**config.mk**
```make
export PLATFORM = sky130hd
export DESIGN_NAME = muldiv_unit_flat
export DESIGN_NICKNAME = d
export VERILOG_FILES = /design/src/rtl/muldiv_pkg.sv /design/src/rtl/muldiv_if.sv /design/src/rtl/muldiv_step.sv /design/src/rtl/muldiv_unit.sv /design/src/flat_wrapper.sv
export SDC_FILE = /design/constraint.sdc
export NUM_CORES = 1
export LEC_CHECK = 0
export BUFFER_PORTS_ARGS = -buffer_cell sky130_fd_sc_hd__buf_2
export CAP_MARGIN = 5
export CORE_MARGIN = 2
export CORE_UTILIZATION = 55
export DETAILED_ROUTE_END_ITERATION = 8
export MAX_ROUTING_LAYER = met4
export PLACE_DENSITY = 0.74
export SLEW_MARGIN = 20
export SYNTH_ARGS = -nofsm -noshare
export SYNTH_HDL_FRONTEND = slang
export SYNTH_SLANG_ARGS = --single-unit
export TNS_END_PERCENT = 5
```
**constraint.sdc**
```tcl
create_clock -name clk -period 4.7 [get_ports clk]
set_input_delay 0 -clock clk [delete_from_list [all_inputs] [get_ports clk]]
set_output_delay 0 -clock clk [all_outputs]
set_load 0.02 [all_outputs]
```
**src/rtl/muldiv_pkg.sv**
```systemverilog
// Shared types and sizing helpers for the iterative multiply/divide engine.
package muldiv_pkg;

  typedef enum logic [1:0] {
    MUL   = 2'b00,
    MULHU = 2'b01,
    DIVU  = 2'b10,
    REMU  = 2'b11
  } muldiv_op_t;

  typedef enum logic [1:0] {
    IDLE = 2'd0,
    BUSY = 2'd1,
    DONE = 2'd2
  } muldiv_state_t;

  localparam int DEFAULT_DATA_WIDTH = 32;

  function automatic int count_width(input int width);
    return $clog2(width) + 1;
  endfunction

  localparam int COUNT_W = count_width(DEFAULT_DATA_WIDTH);

endpackage

```
**src/rtl/muldiv_if.sv**
```systemverilog
// Execute-stage handshake between the pipeline (master) and the mul/div unit (slave).
interface muldiv_if #(
  parameter int DATA_WIDTH = 32
);
  logic                  start_E;
  logic [1:0]            muldivOp_E;
  logic [DATA_WIDTH-1:0] srcA_E;
  logic [DATA_WIDTH-1:0] srcB_E;
  logic                  flush_E;
  logic                  stall_E;
  logic                  done_E;
  logic [DATA_WIDTH-1:0] result_E;

  modport master (
    output start_E, muldivOp_E, srcA_E, srcB_E, flush_E,
    input  stall_E, done_E, result_E
  );

  modport slave (
    input  start_E, muldivOp_E, srcA_E, srcB_E, flush_E,
    output stall_E, done_E, result_E
  );
endinterface

```
**src/rtl/muldiv_step.sv**
```systemverilog
// One combinational iteration: shift-add multiply or restoring-divide step.
module muldiv_step #(
  parameter int DATA_WIDTH = 32
) (
  input  logic                    is_div,
  input  logic [2*DATA_WIDTH-1:0] acc_in,
  input  logic [DATA_WIDTH-1:0]   src_in,
  input  logic [DATA_WIDTH-1:0]   operand,
  output logic [2*DATA_WIDTH-1:0] acc_out,
  output logic [DATA_WIDTH-1:0]   src_out
);
  localparam int W = DATA_WIDTH;

  logic [W:0]   sum;
  logic [W:0]   rem_shift;
  logic [W-1:0] diff;

  // acc holds {upper product, lower product} for multiply, {remainder, quotient} for divide
  always_comb begin
    sum       = {1'b0, acc_in[2*W-1:W]} + (src_in[0] ? {1'b0, operand} : '0);
    rem_shift = {acc_in[2*W-1:W], src_in[W-1]};
    diff      = rem_shift[W-1:0] - operand;
    if (is_div) begin
      src_out = {src_in[W-2:0], 1'b0};
      if (rem_shift >= {1'b0, operand}) begin
        acc_out = {diff, acc_in[W-2:0], 1'b1};
      end else begin
        acc_out = {rem_shift[W-1:0], acc_in[W-2:0], 1'b0};
      end
    end else begin
      src_out = {1'b0, src_in[W-1:1]};
      acc_out = {sum, acc_in[W-1:1]};
    end
  end
endmodule

```
**src/rtl/muldiv_unit.sv**
```systemverilog
// Iterative unsigned MUL/MULHU/DIVU/REMU engine; stalls the pipeline while busy
// and presents the result for exactly one cycle.
module muldiv_unit
  import muldiv_pkg::*;
#(
  parameter int DATA_WIDTH = 32
) (
  input logic      clk,
  input logic      rst,
  muldiv_if.slave  bus
);
  localparam int W     = DATA_WIDTH;
  localparam int CNT_W = count_width(DATA_WIDTH);

  localparam logic [1:0] S_IDLE = IDLE;
  localparam logic [1:0] S_BUSY = BUSY;
  localparam logic [1:0] S_DONE = DONE;

  logic [1:0]       state;
  logic [CNT_W-1:0] count;
  logic [2*W-1:0]   acc;
  logic [2*W-1:0]   acc_next;
  logic [W-1:0]     src;
  logic [W-1:0]     src_next;
  logic [W-1:0]     operand;
  logic [W-1:0]     result;
  muldiv_op_t       op;
  logic             div_zero;
  logic             start_ok;
  logic             new_div_zero;

  assign start_ok     = (state == S_IDLE) && bus.start_E && !bus.flush_E;
  assign new_div_zero = bus.muldivOp_E[1] && (bus.srcB_E == '0);

  muldiv_step #(.DATA_WIDTH(W)) u_step (
    .is_div  (op[1]),
    .acc_in  (acc),
    .src_in  (src),
    .operand (operand),
    .acc_out (acc_next),
    .src_out (src_next)
  );

  // src is the operand consumed bit by bit (multiplier or dividend); operand stays fixed
  always_ff @(posedge clk or posedge rst) begin
    if (rst) begin
      state    <= S_IDLE;
      count    <= '0;
      acc      <= '0;
      src      <= '0;
      operand  <= '0;
      op       <= MUL;
      div_zero <= 1'b0;
    end else if (bus.flush_E) begin
      state    <= S_IDLE;
      count    <= '0;
      acc      <= '0;
      div_zero <= 1'b0;
    end else begin
      case (state)
        S_IDLE: begin
          if (bus.start_E) begin
            op       <= muldiv_op_t'(bus.muldivOp_E);
            count    <= '0;
            acc      <= '0;
            div_zero <= new_div_zero;
            if (bus.muldivOp_E[1]) begin
              src     <= bus.srcA_E;
              operand <= bus.srcB_E;
            end else begin
              src     <= bus.srcB_E;
              operand <= bus.srcA_E;
            end
            state <= new_div_zero ? S_DONE : S_BUSY;
          end
        end
        S_BUSY: begin
          acc   <= acc_next;
          src   <= src_next;
          count <= count + CNT_W'(1);
          if (count == CNT_W'(W - 1)) begin
            state <= S_DONE;
          end
        end
        S_DONE:  state <= S_IDLE;
        default: state <= S_IDLE;
      endcase
    end
  end

  // On divide-by-zero src still holds the untouched dividend
  always_comb begin
    result = '0;
    if (state == S_DONE) begin
      case (op)
        MUL:     result = acc[W-1:0];
        MULHU:   result = acc[2*W-1:W];
        DIVU:    result = div_zero ? '1 : acc[W-1:0];
        REMU:    result = div_zero ? src : acc[2*W-1:W];
        default: result = '0;
      endcase
    end
  end

  assign bus.result_E = result;
  assign bus.done_E   = (state == S_DONE);
  assign bus.stall_E  = !rst && (start_ok || (state == S_BUSY));

endmodule

```
**src/flat_wrapper.sv**
```systemverilog
// flat-port wrapper written by rule: the top's interface ports become plain ports
module muldiv_unit_flat import muldiv_pkg::*;
#(
  parameter int DATA_WIDTH = 32
)
  (clk, rst, bus_start_E, bus_muldivOp_E, bus_srcA_E, bus_srcB_E, bus_flush_E, bus_stall_E, bus_done_E, bus_result_E);
  muldiv_if #(.DATA_WIDTH(DATA_WIDTH)) bus_i ();
  input logic clk;
  input logic rst;
  input wire logic [$bits(bus_i.start_E)-1:0] bus_start_E;
  input wire logic [$bits(bus_i.muldivOp_E)-1:0] bus_muldivOp_E;
  input wire logic [$bits(bus_i.srcA_E)-1:0] bus_srcA_E;
  input wire logic [$bits(bus_i.srcB_E)-1:0] bus_srcB_E;
  input wire logic [$bits(bus_i.flush_E)-1:0] bus_flush_E;
  output wire logic [$bits(bus_i.stall_E)-1:0] bus_stall_E;
  output wire logic [$bits(bus_i.done_E)-1:0] bus_done_E;
  output wire logic [$bits(bus_i.result_E)-1:0] bus_result_E;
  assign bus_i.start_E = bus_start_E;
  assign bus_i.muldivOp_E = bus_muldivOp_E;
  assign bus_i.srcA_E = bus_srcA_E;
  assign bus_i.srcB_E = bus_srcB_E;
  assign bus_i.flush_E = bus_flush_E;
  assign bus_stall_E = bus_i.stall_E;
  assign bus_done_E = bus_i.done_E;
  assign bus_result_E = bus_i.result_E;
  muldiv_unit #(.DATA_WIDTH(DATA_WIDTH)) u_core (.clk(clk), .rst(rst), .bus(bus_i));
endmodule
```
# After elaboration in Yosys (flattened, before gate mapping)
# Index checks and enable logic that the tools add are counted.
# Widths: inputs -> output; s select.
dict set report totals {
  out_inout_bits 34
  register_bits 139
  input_bits 70
  elab_cells 66
}
dict set report op_classes {
  add_sub_neg 3
  n_eq_ne 9
  n_bitwise 1
  order_cmp 1
  reduce_logical 19
  mux 26
}
# cell count
set ops {}
lappend ops {{$mux 32} 8}
lappend ops {{$mux 64} 4}
lappend ops {{$pmux 32 s4} 1}
lappend ops {{$pmux 64 s2} 1}
lappend ops {{$pmux 32 s2} 1}
lappend ops {{$add 32x33->33} 1}
lappend ops {{$ge 33x32->1} 1}
lappend ops {{$logic_not 32->1} 1}
lappend ops {{$sub 32x32->32} 1}
lappend ops {{$mux 6} 2}
lappend ops {{$pmux 6 s2} 1}
lappend ops {{$mux 2} 4}
lappend ops {{$add 6x1->6 const B} 1}
lappend ops {{$eq 2x2->1 const B} 3}
lappend ops {{$eq 6x5->1 const B} 1}
lappend ops {{$reduce_and 2->1} 3}
lappend ops {{$reduce_and 3->1} 2}
lappend ops {{$reduce_bool 2->1} 3}
lappend ops {{$eq 2x1->1 const B} 2}
lappend ops {{$logic_and 1x1->1} 4}
lappend ops {{$logic_not 2->1} 2}
lappend ops {{$pmux 2 s2} 1}
lappend ops {{$mux 1} 3}
lappend ops {{$ne 3x2->1 const B} 1}
lappend ops {{6 further kinds} 7}

# Longest topological paths before layout
dict set report depth {
  depth_word 6
  mapped_depth 14
  ltp_nobuf 13
}

# Hierarchy
# Synthesis repeated with hierarchy kept, for this count alone.
dict set report unflattened {
  cells_unflattened 1437
  hier_area_um2 12037.8
}
# mod cells_per_inst seq_area_each_um2 n_inst area_each_um2
set by_module_without_submodules {}
lappend by_module_without_submodules {muldiv_unit 706 3478.3 1 6896.6}
lappend by_module_without_submodules {muldiv_step 731 0.0 1 5141.2}

# Worst setup path after synthesis
# OpenSTA, ideal clock, no wires.
dict set report synth_path {
  path_type {register to register}
  start {reg u_core.src[0]}
  end {reg u_core.acc[59]}
  slack_ns 1.811
  path_buffers 1
  synth_period_minus_slack_ns 2.889
  arrival_time_ns 2.761
  stages_incl_launch_ff 13
  setup_time_ns 0.129
  required_time_ns 4.571
  cell_sequence {dfrtp_1 clkbuf_1 and2_1 ha_1 a21o_1 a21o_1 a21oi_2 o31ai_2 o311ai_4 o31ai_4 a311o_1 a32oi_1 o31ai_1}
}
dict set report synth_via {
  elab_chain_len 5
}
# element line_no
set synth_rtl {}
lappend synth_rtl {{from (decl)} muldiv_unit.sv:23} ;# logic [W-1:0] src;
lappend synth_rtl {{from (signal assigned)} muldiv_unit.sv:68} ;# src <= bus.srcA_E;
lappend synth_rtl {{from (signal assigned)} muldiv_unit.sv:71} ;# src <= bus.srcB_E;
lappend synth_rtl {{from (signal assigned)} muldiv_unit.sv:79} ;# src <= src_next;
lappend synth_rtl {{$mux 32} muldiv_step.sv:20} ;# sum = {1'b0, acc_in[2*W-1:W]} + (src_in[0] ? {1'b0, operand} : '0);
lappend synth_rtl {{$add 32x33->33} muldiv_step.sv:20}
lappend synth_rtl {{$mux 64} muldiv_step.sv:23} ;# if (is_div) begin
lappend synth_rtl {{$pmux 64 s2} muldiv_unit.sv:60} ;# case (state)
lappend synth_rtl {{$mux 64} muldiv_unit.sv:54} ;# end else if (bus.flush_E) begin
lappend synth_rtl {{to (signal assigned)} muldiv_unit.sv:78} ;# acc <= acc_next;
lappend synth_rtl {{to (decl)} muldiv_unit.sv:21} ;# logic [2*W-1:0] acc;
# Every way passes these cells.
# A chain may end at the register's enable or synchronous reset.

# Worst setup path after layout
dict set report layout_path {
  start {reg u_core.src[0]}
  end {reg u_core.acc[63]}
}
# Same word-level chain as after synthesis.

==> impl_metrics.tcl <==
set metrics [dict create \
    totalPowerFinal_mw 5.45 \
    ant_nets 0 \
    startpoint_type "register" \
    yosysWarnings 0 \
    core-area_um2 21200 \
    h-tree-depth 4 \
    grt_pass1_vias 11100 \
    synth-xor-area-share_pct 3.67 \
    post-route-min-period_ns 3.52 \
    grt_max_degree 102 \
    post_cts_resized 0 \
    critPathMaxFanout 20 \
    io_buffer_count 103 \
    ys.flop_type "dfrtp_1" \
    gp_congestion 0.996 \
    worstSkewPairLatency_ns 0.44 \
    cts_buffers 17 \
    num_vias 11800 \
    status "finished, final reports clean" \
    drv_slew 0 \
    ys_ff_latch 139 \
    synth.distinct_cells 85 \
    die_height_um 151 \
    final.setup_skew_ns 0.0116 \
    cts-root-buf "clkbuf_16" \
    setup_viol 0 \
    dr.first_iter.drc_count 1168 \
    maxCapViolations 0 \
    holdBufCountCts 62 \
    ioPinCount 104 \
    die_x_um 151 \
    clk_path_buf_depth 2 \
    cp_cell_sequence "and2_1 > ha_1 > inv_1 > fa_1 > nor2b_4 > o21ai_4 > a21boi_2 > o31a_2 > o311ai_4 > o31ai_4 > nand2b_1 > a211o_1 > o21ai_1" \
    cpMaxStageDelayCell "dfrtp_1" \
    avgSynthCellArea_um2 8.23 \
    max_freq_ghz 0.284 \
    cts_tree "yes" \
    grtUsageTotal_pct 36.3 \
    drc 0 \
    drive_above_1_share_pct 14.3 \
    ir_drop_uv 335 \
    cp.required_ns 5.07 \
    start_util_pct 56.5 \
    path_clk_slew_ns 0.07 \
    synthMuxAreaShare_pct 12.5 \
    syn_to_final_growth_pct 16.2 \
    drtPass1Iterations 6 \
    fin_crit_sh_pct 74.8 \
    overflow 0 \
    finalHoldViolCount 0 \
    maxSlewHeadroom_pct 28.8 \
    synth_compound_area_share_pct 24.4 \
    yosysSeqAreaShare_pct 29.1 \
    viasPerCell 6.35 \
    final_cells 1851 \
    routed_wl_um 39300 \
    synthCells 1451 \
    worstPathArrival_ns 3.88 \
    slowest_delay_ns 0.80 \
    grt_pass1_wl_um 62100 \
    synth_top_family_by_area "compound AO/OA/AOI/OAI gates" \
    antenna_found_initial 1 \
    worstSetupPathType "register to register" \
    end_kind "register" \
    post-cts-setup-buffer-count 0 \
    postSynth.asyncResetShare_pct 100 \
    rows 53 \
    hold_path.class "primary input to register" \
    dieArea_um2 22900 \
    nets 1699 \
    p_leak_nw 6.51 \
    synth_fa_ha_area_share_pct 7.14 \
    routedWlPerCell_um 21.2 \
    powerDensity_nw_per_um2 392 \
    tightest_slew_ns 1.06 \
    synth_nets 1588 \
    rsz0062_at_grt "no" \
    placedCellCount 1755 \
    synth-edff-count 0 \
    synth_simple_gate_area_share_pct 17.9 \
    totalNegativeSetupSlack_ns 0 \
    clkSinkCount 139 \
    syn-cell-area_um2 11900 \
    post-dp-hpwl_um 28300 \
]
## layout make-up
| cell class | count | area (µm²) |
|---|---|---|
| Fill cell | 1744 | 7270 |
| Tap cell | 275 | 344 |
| Timing Repair Buffer | 182 | 1290 |
| Clock buffer | 17 | 425 |
| Inverter | 59 | 226 |
| Sequential cell | 139 | 3480 |
| Multi-Input combinational cell | 1163 | 7890 |
| Clock inverter | 15 | 220 |
| Antenna cell | 1 | 2.50 |
## power by group
| part | leakage (nW) | internal [mW] | switching (mW) |
|---|---|---|---|
| sequential | 1.78 | 1.41 | 0.347 |
| clock | 0.317 | 0.868 | 0.637 |
| combinational | 4.41 | 0.871 | 1.31 |
| total | 6.51 | 3.15 | 2.30 |
## stage by stage
| step | cell area, µm² | hold WS, ns | setup WS [ns] | utilization [%] |
|---|---|---|---|---|
| after floorplan | 11900 | 0.0798 | 0.975 | - |
| after global placement | 12600 | 0.192 | 1.27 | 59.4 |
| after detailed placement | 12600 | 0.204 | 1.26 | 59.5 |
| after CTS | 13900 | 0.00246 | 1.23 | 65.5 |
| after global routing | 13900 | 0.0148 | 1.02 | 65.6 |
| final | 13900 | 0.00743 | 1.18 | 65.6 |
## layer usage
| layer | vias to the layer above | wire length (µm) | share of wire (%) | global-route usage [%] |
|---|---|---|---|---|
| li1 | 5479 | - | - | - |
| met3 | 120 | 2960 | 7.5 | 5.12 |
| met4 | 0 | 1860 | 4.7 | 16.7 |
| met2 | 578 | 18500 | 47 | 57.0 |
| met5 | - | 0 | 0 | - |
| met1 | 5581 | 16100 | 41 | 46.6 |
## worst max-delay path: cells and delay by family (launching register included)
family	cells	cell delay (ns)
and+or+nand+nor	3	0.49
buffers and inverters	1	0.07
AOI/OAI and AO/OA	7	1.46
adders and majority gates	2	0.62
DFF	1	0.80
## synthesized netlist by cell type, types with 13 or more instances
master    count  area share (%)
xnor2_1      34             2.5
mux2i_1     114             9.6
a21oi_1      98             4.1
nand4_1      15            0.79
inv_1        58             1.8
dfrtp_1     139              29
and2_1       33             1.7
xor2_1       16             1.2
nor2_1       85             2.7
o211ai_1     13            0.82
o311a_1      32             2.7
nand2_1     222             7.0
o21ai_0     131             5.5
clkbuf_1     64             2.0
ha_1         65             6.8
o21ai_1      24             1.0
a21o_1       24             1.5
nand3_1      41             1.7
mux2_2       31             2.9
## placed cells by master (no fill, tap or decap), drive strengths merged, types with 5 or more instances in the layout
| cell | count |
|---|---|
| nand2 | 223 |
| o21ai | 159 |
| dfrtp | 139 |
| buf | 120 |
| mux2i | 114 |
| a21oi | 102 |
| nor2 | 86 |
| inv | 68 |
| ha | 65 |
| dlygate4sd3 | 62 |
| nand3 | 42 |
| xnor2 | 34 |
| and2 | 33 |
| o311a | 32 |
| mux2 | 31 |
| a21o | 24 |
| clkbuf | 17 |
| xor2 | 16 |
| nand4 | 16 |
| o211ai | 14 |
| nor2b | 13 |
| nor3 | 12 |
| o21bai | 10 |
| a22oi | 10 |
| nor4 | 9 |
| a211oi | 9 |
| a31oi | 8 |
| o221ai | 7 |
| o31ai | 7 |
| o21a | 6 |
| and3 | 6 |
| or3 | 6 |
| a21boi | 6 |
| a22o | 5 |
| a211o | 5 |
| nand2b | 5 |
## flip-flops by register name, summed over array words and instances (netlist names)
name             cells
u_core.acc          64
u_core.count         6
u_core.div_zero      1
u_core.op            2
u_core.operand      32
u_core.src          32
u_core.state         2
## path summary, 6_finish.rpt
check,end,from,depth (start not counted),slack (ns)
max,u_core.acc[63],u_core.src[0],13,1.18
min,u_core.operand[11],bus_srcB_E[11],3,0.007
max reg2reg,u_core.acc[63],u_core.src[0],13,1.18
min reg2reg,u_core.src[31],u_core.src[31],2,0.52
max in group asynchronous,u_core.op[0],rst,4,3.19
min in group asynchronous,u_core.src[3],rst,3,0.36
## kinds of logic (layout without fill, tap and decap cells)
logic type,after synthesis,count (layout)
compound gates,434,434
xor+xnor,50,50
fa+ha+maj,67,67
buf+inv,149,273
flops,139,139
mux,145,145
other cells,0,1
simple gates,467,467
No activity file was read; power rests on OpenSTA's default activity.
